--- config.mk ---
export PLATFORM = sky130hd
export DESIGN_NAME = pipe_mul
export DESIGN_NICKNAME = d
export VERILOG_FILES = /design/src/rtl/pipe_mul.sv
export SDC_FILE = /design/constraint.sdc
export NUM_CORES = 1
export LEC_CHECK = 0
export ABC_AREA = 1
export CORE_MARGIN = 2
export CORE_UTILIZATION = 47
export DETAILED_ROUTE_END_ITERATION = 8
export HOLD_SLACK_MARGIN = 0.15
export PLACE_DENSITY_LB_ADDON = 0.08
export SLEW_MARGIN = 20
export SYNTH_ARGS = -nofsm -noshare
export SYNTH_HDL_FRONTEND = slang
export SYNTH_SLANG_ARGS = --single-unit
--- constraint.sdc ---
create_clock -name clk -period 2.54 [get_ports clk]
set_input_delay 0.508 -clock clk [delete_from_list [all_inputs] [get_ports clk]]
set_output_delay 0.508 -clock clk [all_outputs]
set_load 0.005 [all_outputs]
--- src/rtl/pipe_mul.sv ---
// pipe_mul: parametrised pipelined multiplier with valid/ready handshake.
//
// q = a * b, full Q_WIDTH = A_WIDTH + B_WIDTH product, unsigned or two's
// complement (SIGNED). IN_STAGES register stages carry {a,b} ahead of the
// multiplier; OUT_STAGES stages carry the product after it. With zero total
// stages the block is purely combinational.
//
// Ports:
//   clk        in   rising-edge clock
//   rst_n      in   asynchronous active-low reset
//   in_valid   in   a/b valid this cycle
//   in_ready   out  block accepts a/b this cycle
//   a, b       in   operands
//   out_valid  out  q valid
//   out_ready  in   downstream accepts q
//   q          out  full-width product
//   inflight   out  number of valid entries held in the stages
//
// Build option: define PIPE_MUL_BUBBLE_COLLAPSE_EN for per-stage ready so
// empty stages keep filling while the output is stalled. Undefined, every
// stage advances on one global enable.
module pipe_mul #(
    parameter  int A_WIDTH    = 4,
    parameter  int B_WIDTH    = 4,
    parameter  int IN_STAGES  = 1,
    parameter  int OUT_STAGES = 1,
    parameter  int SIGNED     = 0,
    localparam int D          = IN_STAGES + OUT_STAGES,
    localparam int Q_WIDTH    = A_WIDTH + B_WIDTH,
    localparam int CW         = (D == 0) ? 1 : $clog2(D + 1)
) (
    input  logic               clk,
    input  logic               rst_n,
    input  logic               in_valid,
    output logic               in_ready,
    input  logic [A_WIDTH-1:0] a,
    input  logic [B_WIDTH-1:0] b,
    output logic               out_valid,
    input  logic               out_ready,
    output logic [Q_WIDTH-1:0] q,
    output logic [CW-1:0]      inflight
);

    // Operand pair {a,b} is exactly Q_WIDTH bits, so input and output stages
    // share one register width. Extending both operands to Q_WIDTH and keeping
    // the low Q_WIDTH bits gives the exact product in either signedness.
    function automatic logic [Q_WIDTH-1:0] mul_op(input logic [Q_WIDTH-1:0] ab);
        logic [Q_WIDTH-1:0] ax;
        logic [Q_WIDTH-1:0] bx;
        if (SIGNED != 0) begin
            ax = {{B_WIDTH{ab[Q_WIDTH-1]}}, ab[Q_WIDTH-1 -: A_WIDTH]};
            bx = {{A_WIDTH{ab[B_WIDTH-1]}}, ab[B_WIDTH-1:0]};
        end else begin
            ax = {{B_WIDTH{1'b0}}, ab[Q_WIDTH-1 -: A_WIDTH]};
            bx = {{A_WIDTH{1'b0}}, ab[B_WIDTH-1:0]};
        end
        return ax * bx;
    endfunction

    if (D == 0) begin : g_comb
        assign q         = mul_op({a, b});
        assign out_valid = in_valid;
        assign in_ready  = out_ready;
        assign inflight  = '0;
    end else begin : g_pipe
        logic [D-1:0]       valid_q, valid_d;
        logic [Q_WIDTH-1:0] data_q [D];
        logic [Q_WIDTH-1:0] data_d [D];
        logic [D-1:0]       ready;
        logic [CW-1:0]      inflight_q, inflight_d;
        logic               in_xfer, out_xfer;

        always_comb begin
            ready = '0;
`ifdef PIPE_MUL_BUBBLE_COLLAPSE_EN
            // ready_k = !valid_k || ready_{k+1}; folded through a running
            // variable so no vector bit feeds another bit of itself.
            begin
                logic acc;
                acc = out_ready;
                for (int unsigned k = D; k > 0; k--) begin
                    acc          = acc || !valid_q[k-1];
                    ready[k-1]   = acc;
                end
            end
`else
            ready = {D{!valid_q[D-1] || out_ready}};
`endif
        end

        always_comb begin
            valid_d = valid_q;
            data_d  = data_q;
            for (int unsigned k = 0; k < D; k++) begin
                if (ready[k]) begin
                    if (k == 0) begin
                        valid_d[0] = in_valid;
                        data_d[0]  = (IN_STAGES == 0) ? mul_op({a, b}) : {a, b};
                    end else begin
                        valid_d[k] = valid_q[k-1];
                        data_d[k]  = (k == unsigned'(IN_STAGES)) ? mul_op(data_q[k-1])
                                                                 : data_q[k-1];
                    end
                end
            end
        end

        always_comb begin
            in_xfer    = in_valid && ready[0];
            out_xfer   = valid_q[D-1] && out_ready;
            inflight_d = inflight_q;
            case ({in_xfer, out_xfer})
                2'b10:   inflight_d = inflight_q + CW'(1);
                2'b01:   inflight_d = inflight_q - CW'(1);
                default: inflight_d = inflight_q;
            endcase
        end

        always_ff @(posedge clk or negedge rst_n) begin
            if (!rst_n) begin
                valid_q    <= '0;
                inflight_q <= '0;
                for (int unsigned k = 0; k < D; k++) begin
                    data_q[k] <= '0;
                end
            end else begin
                valid_q    <= valid_d;
                inflight_q <= inflight_d;
                data_q     <= data_d;
            end
        end

        assign out_valid = valid_q[D-1];
        assign q         = (OUT_STAGES == 0) ? mul_op(data_q[D-1]) : data_q[D-1];
        assign in_ready  = ready[0];
        assign inflight  = inflight_q;
    end

endmodule

; Word-level counts from Yosys, hierarchy flattened
; Cells that the tools add are included.
[totals]
regBits = 20
input_bits = 12
[op_classes]
addsub = 2
n_mul = 1
eq_ne = 2
mux = 3
n_reduce_logical = 5
[ops]
columns = operator, n
row1 = 2-to-1 mux 8 bit, 2
row2 = multiplier 8 x 8 -> 8 bit, 1
row3 = case mux 2 bit (2 select lines), 1
row4 = "adder 2 x 1 -> 2 bit, second input constant", 1
row5 = "equality test 2 x 1 -> 1 bit, second input constant", 1
row6 = "equality test 2 bit, second input constant", 1
row7 = logical AND 1 bit, 2
row8 = nonzero test 2 bit, 1
row9 = "subtractor 2 x 1 -> 2 bit, second input constant", 1
row10 = zero test 1 bit, 1
row11 = logical OR 1 bit, 1

; Logic depth before layout (Yosys ltp)
[depth]
depth_word = 5
depth_mapped = 16
depth_no_buf = 16

; Worst setup path after synthesis
; Ideal clock, no wire load.
[synth_timing]
path_kind = reg2reg
start = reg g_pipe.data_q[11] (netlist name)
end = reg g_pipe.data_q, in the netlist q[7]
arrival_time_ns = 2.572
required_ns = 2.423
path_slack_ns = -0.149
path_stages_with_launch = 15
synth_period_minus_slack_ns = 2.689
path_cell_list = dfrtp_1 > nand2_1 > inv_1 > ha_1 > ha_1 > ha_1 > inv_1 > fa_1 > fa_1 > inv_1 > nand2_1 > nand2_1 > nand3_1 > nand3_1 > nand2_1
[synth_between]
elab_chain_len = 2
[synth_rtl]
columns = element, line_no
row1 = start: declaration, 67  ; logic [Q_WIDTH-1:0] data_q [D];
row2 = start signal: assignment, 129  ; data_q <= data_d;
row3 = 2-to-1 mux 8 bit, 95  ; if (ready[k]) begin
row4 = multiplier 8 x 8 -> 8 bit, 57  ; return ax * bx;
; No other way between the ends. The select of a mux whose other input is x is not followed.
; A chain may end at the register's enable or synchronous reset.

; Final worst setup path
[layout_timing]
start = reg g_pipe.data_q[14] (netlist name)
end = reg g_pipe.data_q, in the netlist q[7]
; Same word-level chain as after synthesis.

==> load_flow_metrics.sql <==
INSERT INTO impl_metrics (metric_group, metric, value, unit) VALUES
('floorplanning', 'fp.dieArea', '3480', 'um2'),
('timing', 'grt_setup_unrepaired', 'yes', ''),
('power_and_ir_drop', 'worst_ir_drop_vdd', '0.000406', 'V'),
('critical_path', 'crit_type', 'reg2reg', ''),
('layout', 'synthToLayoutAreaGrowth', '37.7', '%'),
('critical_path', 'worst-endpoint-required', '2.74', 'ns'),
('clocking', 'cts.sink_count', '20', ''),
('layout', 'ff_latch_area', '500', 'um2'),
('power_and_ir_drop', 'p_leak', '0.00107', 'uW'),
('drt', 'firstDrtPassIters', '6', ''),
('layout', 'stdcell_area', '1960', 'um2'),
('min_path', 'worst_hold_path.num_cells', '1', ''),
('clocking', 'cts-root-to-sink-buffers', '2', ''),
('global_route', 'grt_util_met1', '23.1', '%'),
('timing', 'drv_slew', '0', ''),
('drt', 'initialDrtViolationCount', '36', ''),
('layout', 'filler_cell_count', '247', ''),
('outcome', 'outcome', 'complete, but fails checks', ''),
('drt', 'wl_per_cell', '12.0', 'um'),
('drt', 'ant_nets', '0', ''),
('logic_synthesis', 'syn-mean-instance-area', '7.80', 'um2'),
('floorplanning', 'die_h', '59.0', 'um'),
('drt', 'count_of_unresolved_drc_violations_after_routing', '1', ''),
('global_route', 'met3_usage', '2.84', '%'),
('global_route', 'initial_antenna_violation_count', '0', ''),
('layout', 'multi_input_comb_area', '827', 'um2'),
('logic_synthesis', 'synth-seq-area-share', '35.2', '%'),
('timing', 'max_slew_margin', '82.4', '%'),
('critical_path', 'worstPathArrival', '2.83', 'ns'),
('clocking', 'clock_pin_slew_worst_setup_and_hold_paths', '0.11', 'ns'),
('placed_design', 'placed_area', '1710', 'um2'),
('logic_synthesis', 'ys_warn_count', '0', ''),
('drt', 'vias_after_detailed_routing', '1200', ''),
('global_route', 'first_global_vias', '1200', ''),
('layout', 'mostFrequentLayoutCells', 'sky130_fd_sc_hd__nand2_1 (61), sky130_fd_sc_hd__inv_1 (34), sky130_fd_sc_hd__clkdlybuf4s50_1 (23), sky130_fd_sc_hd__dfrtp_1 (20), sky130_fd_sc_hd__buf_4 (16)', ''),
('power_and_ir_drop', 'p_seq_share', '35.8', '%'),
('clocking', 'cts_hold_repair.buffers', '0', ''),
('critical_path', 'critical_path_s_largest_stage_delay', '0.44', 'ns'),
('layout', 'final_layout_size_suffix_gt1_share', '25.7', '%'),
('clocking', 'htree_levels', '1', ''),
('logic_synthesis', 'mappedNetlistNets', '216', ''),
('logic_synthesis', 'netlist_top_cells_area', 'sky130_fd_sc_hd__dfrtp_1 (35%), sky130_fd_sc_hd__nand2_1 (17%), sky130_fd_sc_hd__ha_1 (15%)', ''),
('outcome', 'failed_checks', 'DRC, setup timing', ''),
('global_route', 'grtUsageTotal', '18.6', '%'),
('critical_path', 'worst_setup_path_end_kind', 'flip-flop', ''),
('clocking', 'worst_skew_late_latency', '0.30', 'ns'),
('logic_synthesis', 'synthDominantAreaCellType', 'sky130_fd_sc_hd__dfrtp_1', ''),
('clocking', 'cts_inserted_buffers', '3', ''),
('placed_design', 'detailed_place_hpwl', '2.09', 'mm'),
('critical_path', 'worst_r2r_path_depth', '16', ''),
('timing', 'max_freq', '381', 'MHz'),
('min_path', 'min-delay-path-class', 'reg2reg', ''),
('layout', 'num_antenna_cells', '0', ''),
('power_and_ir_drop', 'part_of_the_power_in_the_clock_network', '14.5', '%'),
('critical_path', 'critical-path-top-cell-by-count', 'sky130_fd_sc_hd__inv_2', ''),
('floorplanning', 'coreArea', '2810', 'um2'),
('timing', 'fin_ws', '-0.0813', 'ns'),
('floorplanning', 'die_w', '59.0', 'um'),
('critical_path', 'critical_path.max_fanout', '4', ''),
('timing', 'clock-skew-final', '0.00405', 'ns'),
('timing', 'min_period_over_period', '103', '%'),
('placed_design', 'port-buffer-count', '23', ''),
('global_route', 'grt_max_degree', '21', ''),
('floorplanning', 'core.rowCount', '19', ''),
('clocking', 'cts-root-buf', 'sky130_fd_sc_hd__clkbuf_4', ''),
('clocking', 'tritoncts', 'built', ''),
('logic_synthesis', 'netlist_area', '1420', 'um2'),
('power_and_ir_drop', 'total_switching_power', '434', 'uW'),
('global_route', 'grt_util_met2', '33.0', '%'),
('layout', 'final_util', '69.7', '%'),
('timing', 'setup_viol', '1', '');
==> per-stage QoR <==
step                hold slack [ns]  setup slack, ns  instances  total power [uW]  setup TNS, ns
finish                        0.480          -0.0813        249              1260        -0.0813
global route                  0.488           -0.168        249              1380         -0.390
CTS                           0.486           -0.106        246              1200         -0.166
detailed placement            0.447           -0.166        239               974         -0.363
global placement              0.433           -0.101        239               962         -0.236
floorplan                     0.212          -0.0337        182               777        -0.0337
==> cell type report <==
cell class                 count  area share [%]
clock buffer                   4            1.86
tap                           31            1.98
multi-input combinational    107            42.3
inverter                      45            8.64
timing repair buffer          42            19.6
sequential                    20            25.6
==> registers in the layout (all words and copies together), names as in the netlist <==
signal,flops
g_pipe.data_q,8
q,8
g_pipe.valid_q,2
inflight,2
==> final timing paths <==
check	start	to	slack (ns)
worst max-delay path	g_pipe.data_q[14]	q[7]	-0.08
worst min-delay path	inflight[1]	inflight[1]	0.48
worst max register to register	g_pipe.data_q[14]	q[7]	-0.08
worst min register to register	inflight[1]	inflight[1]	0.48
max in group asynchronous	rst_n	g_pipe.data_q[13]	1.79
min in group asynchronous	rst_n	g_pipe.valid_q[1]	0.54
==> cell families after synthesis <==
group | share of synthesized area [%]
xor+xnor | 1.23
flops | 35.2
simple gates | 21.1
fa+ha+maj | 22.0
compound gates | 3.00
buf+inv | 17.4
==> power groups by stage <==
stage               Clock [uW]  Sequential, uW  Combinational [uW]
floorplan                    0             454                 323
global placement             0             455                 507
detailed placement           0             458                 516
CTS                        194             452                 556
global route               203             462                 710
finish                     183             452                 629
==> cell usage after synthesis <==
cell type / count
sky130_fd_sc_hd__nand3_1: 6
sky130_fd_sc_hd__or2_2: 1
sky130_fd_sc_hd__nor2_4: 1
sky130_fd_sc_hd__nor2_1: 2
sky130_fd_sc_hd__o31ai_1: 1
sky130_fd_sc_hd__a21oi_1: 2
sky130_fd_sc_hd__fa_1: 5
sky130_fd_sc_hd__ha_1: 17
sky130_fd_sc_hd__dfrtp_1: 20
sky130_fd_sc_hd__inv_2: 1
sky130_fd_sc_hd__buf_6: 1
sky130_fd_sc_hd__inv_1: 44
sky130_fd_sc_hd__xnor2_1: 2
sky130_fd_sc_hd__o21ai_0: 5
sky130_fd_sc_hd__buf_4: 9
sky130_fd_sc_hd__nand2_1: 65
==> what timing repair did <==
action                     in CTS  in global routing
pin swaps                       6                  4
resized for setup               7                 24
gates cloned                    0                  0
buffers inserted                3                  3
setup endpoints to repair       4                  4
==> critical path: cells and delay by family (launching register included) <==
| kind | cells | cell delay [ns] |
|---|---|---|
| adder cells (fa/ha/maj) | 5 | 1.43 |
| flip-flops | 1 | 0.44 |
| AND/OR/NAND/NOR | 6 | 0.38 |
| buffers and inverters | 5 | 0.28 |
==> routing by layer <==
| layer | vias up | part of all wire (%) |
|---|---|---|
| met2 | 26 | 53 |
| met4 | 0 | 2.2 |
| met3 | 10 | 3.5 |
| li1 | 599 | - |
| met5 | - | 0 |
| met1 | 565 | 42 |
No activity file was read; power rests on OpenSTA's default activity.
